--- src/rtl/reset_sequencer.sv ---
// Staged reset sequencer: synchronizes async_in_rst release, holds all stages, then frees them in ascending order.
// Optional software reset is compiled in with `define RESET_SEQUENCER_SW_RST_EN.
module reset_sequencer #(
  parameter int SYNC_STAGES = 2,
  parameter int HOLD_CYCLES = 16,
  parameter int N_OUT       = 3,
  parameter int STAGE_GAP   = 4
) (
  input  logic             clk,
  input  logic             async_in_rst,
  input  logic             sw_rst_req,
  output logic [N_OUT-1:0] stage_rst_n,
  output logic             rst_done,
  output logic             sw_rst_ack
);

  localparam int CNT_MAX = (HOLD_CYCLES > STAGE_GAP) ? HOLD_CYCLES : STAGE_GAP;
  localparam int CNT_W   = $clog2(CNT_MAX + 1);

  typedef enum logic [1:0] {
    ST_RESET,
    ST_HOLD,
    ST_RELEASE,
    ST_RUN
  } state_e;

  state_e                 state_q, state_d;
  logic [CNT_W-1:0]       cnt_q, cnt_d;
  logic [N_OUT-1:0]       stage_q, stage_d;
  logic                   done_q, done_d;
  logic                   ack_q, ack_d;
  logic [SYNC_STAGES-1:0] sync_q;
  logic                   sync_rst_n;
  logic                   sync_rise;
  logic                   sw_req;

  // Clears asynchronously; release only propagates through the flop chain.
  always_ff @(posedge clk or negedge async_in_rst) begin
    if (!async_in_rst) begin
      sync_q <= '0;
    end else begin
      sync_q <= {sync_q[SYNC_STAGES-2:0], 1'b1};
    end
  end

  assign sync_rst_n = sync_q[SYNC_STAGES-1];
  // Value sync_rst_n takes at this edge: RESET is left on the edge it rises.
  assign sync_rise  = sync_q[SYNC_STAGES-2] | sync_rst_n;

`ifdef RESET_SEQUENCER_SW_RST_EN
  assign sw_req = sw_rst_req;
`else
  logic unused_sw_rst_req;
  assign unused_sw_rst_req = sw_rst_req;
  assign sw_req            = 1'b0;
`endif

  // NOTE: sequential state uses non-blocking assignments so every flop samples pre-edge values.
  always_ff @(posedge clk or negedge async_in_rst) begin
    if (!async_in_rst) begin
      state_q <= ST_RESET;
      cnt_q   <= '0;
      stage_q <= '0;
      done_q  <= 1'b0;
      ack_q   <= 1'b0;
    end else begin
      state_q <= state_d;
      cnt_q   <= cnt_d;
      stage_q <= stage_d;
      done_q  <= done_d;
      ack_q   <= ack_d;
    end
  end

  // NOTE: every output of this block gets a default first, so no path can infer a latch.
  always_comb begin
    state_d = state_q;
    cnt_d   = cnt_q;
    stage_d = stage_q;
    done_d  = 1'b0;
    ack_d   = 1'b0;
    unique case (state_q)
      ST_RESET: begin
        stage_d = '0;
        cnt_d   = '0;
        if (sync_rise) begin
          state_d = ST_HOLD;
        end
      end
      ST_HOLD: begin
        if (cnt_q == CNT_W'(HOLD_CYCLES - 1)) begin
          stage_d = N_OUT'(1);
          cnt_d   = '0;
          state_d = ST_RELEASE;
        end else begin
          cnt_d = cnt_q + 1'b1;
        end
      end
      ST_RELEASE: begin
        if (&stage_q) begin
          done_d  = 1'b1;
          cnt_d   = '0;
          state_d = ST_RUN;
        end else if (cnt_q == CNT_W'(STAGE_GAP - 1)) begin
          // Shifting in a one keeps release order strictly ascending.
          stage_d = (stage_q << 1) | N_OUT'(1);
          cnt_d   = '0;
        end else begin
          cnt_d = cnt_q + 1'b1;
        end
      end
      ST_RUN: begin
        done_d = 1'b1;
        if (sw_req) begin
          stage_d = '0;
          done_d  = 1'b0;
          ack_d   = 1'b1;
          cnt_d   = '0;
          state_d = ST_HOLD;
        end
      end
      default: begin
        state_d = ST_RESET;
        stage_d = '0;
        cnt_d   = '0;
      end
    endcase
  end

  assign stage_rst_n = stage_q;
  assign rst_done    = done_q;
  assign sw_rst_ack  = ack_q;

endmodule

--- config.mk ---
export PLATFORM = sky130hd
export DESIGN_NAME = reset_sequencer
export DESIGN_NICKNAME = d
export VERILOG_FILES = /design/src/rtl/reset_sequencer.sv
export SDC_FILE = /design/constraint.sdc
export NUM_CORES = 1
export LEC_CHECK = 0
export CELL_PAD_IN_SITES_DETAIL_PLACEMENT = 0
export CELL_PAD_IN_SITES_GLOBAL_PLACEMENT = 2
export CORE_ASPECT_RATIO = 0.7
export CORE_MARGIN = 1
export CORE_UTILIZATION = 37
export CTS_CLUSTER_DIAMETER = 40
export DETAILED_ROUTE_END_ITERATION = 12
export MAX_ROUTING_LAYER = met4
export PLACE_DENSITY_LB_ADDON = 0.1
export SLEW_MARGIN = 15
export SYNTH_ARGS = -nofsm -noshare
export SYNTH_HDL_FRONTEND = slang
export SYNTH_SLANG_ARGS = --single-unit
--- constraint.sdc ---
create_clock -name clk -period 3.7 [get_ports clk]
set_input_delay 0.555 -clock clk [delete_from_list [all_inputs] [get_ports clk]]
set_output_delay 0.555 -clock clk [all_outputs]
set_load 0.02 [all_outputs]
---- Yosys cells after proc, flatten, opt, wreduce, memory -nomap -nowiden ----
Index checks and enable logic that the tools add are counted.
W data, S select, Z words.
operators by class
  add/subtract/negate cells ............... 1
  equality and inequality tests ........... 10
  multiplexer cells ....................... 14
  bitwise operators ....................... 2
  reductions and logical operators ........ 4
operators with widths
  kind                   count
  $mux W5                3
  $pmux W5 S3            1
  $ne A2 B2 Y1 const B   5
  $mux W3                3
  $pmux W3 S3            1
  $reduce_and A4 Y1      2
  $mux W2                3
  $pmux W2 S3            1
  $add A5 B1 Y5 const B  1
  $eq A5 B2 Y1 const B   1
  $eq A5 B4 Y1 const B   1
  $eq A2 B2 Y1 const B   2
  $reduce_and A3 Y1      1
  $eq A2 B1 Y1 const B   1
  $logic_not A2 Y1       1
  $pmux W1 S2            1
  $mux W1                1
  $not A1 Y1             1
  $or A1 B1 Y1           1
storage, ports and cells
  bits in registers ....................... 13
  input port bits ......................... 3
  word-level logic and storage cells ...... 36

---- Depth between registers and ports, before layout ----
  depth after elaboration ................. 4
  mapped depth ............................ 8

---- Worst setup path after synthesis ----
OpenSTA, ideal clock, no wires.
  path kind ............................... register to register
  start ................................... register cnt_q[0]
  end ..................................... register cnt_q[2]
  arrival time ............................ 1.762 ns
  slack ................................... 1.871 ns
  stages on the path, launching flop included .. 9
  buffers on the path ..................... 0
  cell sequence ........................... dfrtp_1 ha_1 nand3_1 inv_1 ha_1 nor2b_1 a31oi_4 nor4b_1 a221o_1
between the ends
  word-level cells in the longest chain between the ends .. 4
  elaborated cells between the ends (all ways) .. 7
  classes of those cells .................. add/sub (1); eq/ne (2); mux (4)
RTL lines
  what                                           RTL line      source
  start, declared                                28            logic [CNT_W-1:0] cnt_q, cnt_d;
  start signal, assigned                         68            cnt_q <= cnt_d;
  $add A5 B1 Y5 or $eq A5 B2 Y1 (tied branches)  96, 109, 104
  $mux W5                                        104           end else if (cnt_q == CNT_W'(STAGE_GAP - 1)) begin
  $mux W5                                        100           if (&stage_q) begin
  $pmux W5 S3 *                                  82            unique case (state_q)
Every way passes the cells marked *; elsewhere a longest branch is shown, timed or not.
A chain may end at the register's enable or synchronous reset.

---- Worst setup path after layout ----
Ends and elaborated chain as after synthesis.

==> impl_metrics.py <==
metrics = {
    "power": {
        "switchingPower_uw": 285,
        "ir_worst_vdd_uv": 421,
        "pwr-share-comb": 0.520,
        "pwr_density_cell_mw_per_mm2": 781,
        "swShare": 0.434,
        "internal_power_uw": 372,
        "pwr-share-seq": 0.346,
        "clkPwrFrac": 0.134,
        "leakage_uw": 0.000374,
    },
    "final_layout": {
        "fin_cells": 99,
        "final_layout_size_suffix_gt1_frac": 0.104,
        "syn2layout_area_growth_pct": 11.8,
        "nets": 89,
        "n_antenna_cell": 0,
    },
    "clock_tree": {
        "cts_resized": 0,
        "cts_tree": "done",
        "cts_root_buffer": "clkbuf_4",
        "cts_buffer_depth": 2,
        "numCtsBuffers": 3,
        "clk-insertion-delay-late_ns": 0.28,
        "clk_pin_slew_ns": 0.08,
        "ctsHoldBuffers": 0,
        "h-tree-depth": 1,
        "cts_setup_buffers": 0,
        "cts_sinks": 13,
    },
    "placement": {
        "port_buffers": 5,
        "dp_hpwl_microns": 956,
        "dp.cells": 95,
        "place_congestion": 0.747,
    },
    "drt": {
        "drt-total-wl_microns": 1260,
        "dr.pass1.iters": 4,
        "wl_per_cell_microns": 12.7,
        "vias_per_cell": 5.08,
        "remaining_drc_errors": 0,
        "ant_nets": 0,
        "dr_total_vias": 503,
        "first_iter_violations": 12,
    },
    "floorplan": {
        "die_h_microns": 39.8,
        "rows": 13,
        "dieArea_sq_mm": 0.00222,
        "die_x_microns": 55.9,
        "coreArea_sq_mm": 0.00189,
        "start_util": 0.399,
        "io_pins": 8,
    },
    "setup_path": {
        "start_kind": "register",
        "reg2reg_depth": 8,
        "path_class": "register to register",
        "worstPathArrival_ns": 2.24,
        "cp-startpoint": "cnt_q[0]$_DFFE_PN0N_",
        "r2r-start": "cnt_q[0]$_DFFE_PN0N_",
        "cp_max_fo": 4,
        "critPathCaptureType": "register",
        "required_ns": 3.92,
    },
    "synthesis": {
        "syn_area_sq_um": 753,
        "synth_cell_types": 28,
        "synth-edff-count": 0,
        "ys_async_sr_fraction": 1.00,
        "synth_flop_cell": "dfrtp_1",
        "synth-seq-cells": 13,
        "synth_cells": 71,
        "synth_area_per_cell_sq_um": 10.6,
        "yosys_warnings": 0,
        "synth_nets": 82,
        "synth-seq-area-share": 0.432,
    },
    "hold_path": {
        "hold_start": "sync_q[0]$_DFF_PN0_",
        "holdPathStages": 0,
        "hold_class": "register to register",
    },
    "timing": {
        "relSlewSlack": 0.617,
        "period_share": 0.548,
        "tns_ns": 0,
        "finalHoldViolCount": 0,
        "worstMarginPinSlew_ns": 0.573,
        "slew_violations": 0,
        "setup_viol": 0,
        "skew_ns": 0.00379,
        "rsz0062_at_grt": "false",
        "min_period_ns": 2.03,
        "fmax_mhz": 493,
    },
    "grt": {
        "grt_pass1_wl_microns": 2130,
        "grtUsageTotal": 0.139,
        "grt_start_max_net_pins": 14,
        "grt_remaining_overflow": 0,
        "antenna_found_initial": 0,
        "first_global_vias": 465,
    },
    "job": {
        "maxCapViolCount": 0,
    },
    "status": {
        "status": "finished clean",
    },
}
## worst max-delay path: stages, from the launching register on
cell	delay (ns)
dfrtp_1	0.41
ha_1	0.25
nand3_1	0.12
inv_1	0.05
ha_1	0.17
nor2b_1	0.41
a31oi_4	0.07
nor4b_1	0.33
a221o_1	0.16
## cells in the mapped netlist (all sizes together) (2+ instances only)
cell     n  share of area
dfrtp   13           0.43
ha       8           0.13
inv      7          0.035
nand3    6          0.040
nand2    4          0.020
a21oi    3          0.020
nor2b    3          0.025
o21ai    3          0.020
clkbuf   2          0.010
conb     2          0.010
nor2     2          0.010
o31ai    2          0.020
## kinds of logic after synthesis
group	count (synthesis)	share of synthesized area
other	2	0.00997
AO/OA/AOI/OAI	16	0.198
buffers and inverters	10	0.0548
adder cells (fa/ha/maj)	8	0.133
AND/OR/NAND/NOR	22	0.173
flip-flops	13	0.432
## metal layers
layer / up-vias / global-route usage / part of all wire
met5: - / - / 0
met4: 0 / 0.0183 / 0.0056
met1: 228 / 0.180 / 0.56
met3: 2 / 0.0726 / 0.060
met2: 11 / 0.199 / 0.37
li1: 262 / - / -
## flip-flops by register name (all words and copies together) (netlist names)
signal       flops
state_q          2
stage_rst_n      3
sync_q           2
cnt_q            5
rst_done         1
## metrics by stage
step                       util  power (uW)  setup slack, ns  hold slack, ns  cell area (sq um)
after floorplan               -         480             1.87           0.259                753
after detailed placement  0.432         576             1.71           0.371                816
final                     0.446         657             1.67           0.388                842
after global placement    0.432         577             1.70           0.369                816
after CTS                 0.446         665             1.68           0.390                842
after global routing      0.446         717             1.53           0.407                842
## worst paths after layout
path | endpoint | slack, ns
worst max-delay path | cnt_q[2]$_DFFE_PN0N_ | 1.67
worst min-delay path | sync_q[1]$_DFF_PN0_ | 0.39
worst max register to register | cnt_q[2]$_DFFE_PN0N_ | 1.67
worst min register to register | sync_q[1]$_DFF_PN0_ | 0.39
max in group asynchronous | stage_rst_n[2]$_DFFE_PN0P_ | 2.69
min in group asynchronous | stage_rst_n[1]$_DFFE_PN0P_ | 0.64
## cell usage in the layout, fill, tap and decap left out, types with 2 or more instances in the layout
| master | n |
|---|---|
| a21oi_1 | 3 |
| clkbuf_4 | 3 |
| clkdlybuf4s50_1 | 5 |
| conb_1 | 2 |
| dfrtp_1 | 13 |
| ha_1 | 8 |
| inv_1 | 7 |
| nand2_1 | 4 |
| nand3_1 | 6 |
| nor2_1 | 2 |
| nor2b_1 | 3 |
| o21ai_0 | 3 |
| o31ai_1 | 2 |
## cell type report
| type | instances | area (sq um) |
|---|---|---|
| well taps | 22 | 27.5 |
| flip-flops and latches | 13 | 325 |
| clock buffers | 4 | 26.3 |
| multi-input cells | 48 | 387 |
| repair buffers | 5 | 50.0 |
| fillers | 188 | 1040 |
| inverters | 7 | 26.3 |
## power groups by stage
stage                     clock network, uW  logic [uW]  registers (uW)
after floorplan                           0         239             241
final                                  88.1         342             228
after global routing                   99.9         384             233
after global placement                    0         349             229
after CTS                              91.7         347             227
after detailed placement                  0         346             230
No activity file was read; power rests on OpenSTA's default activity.
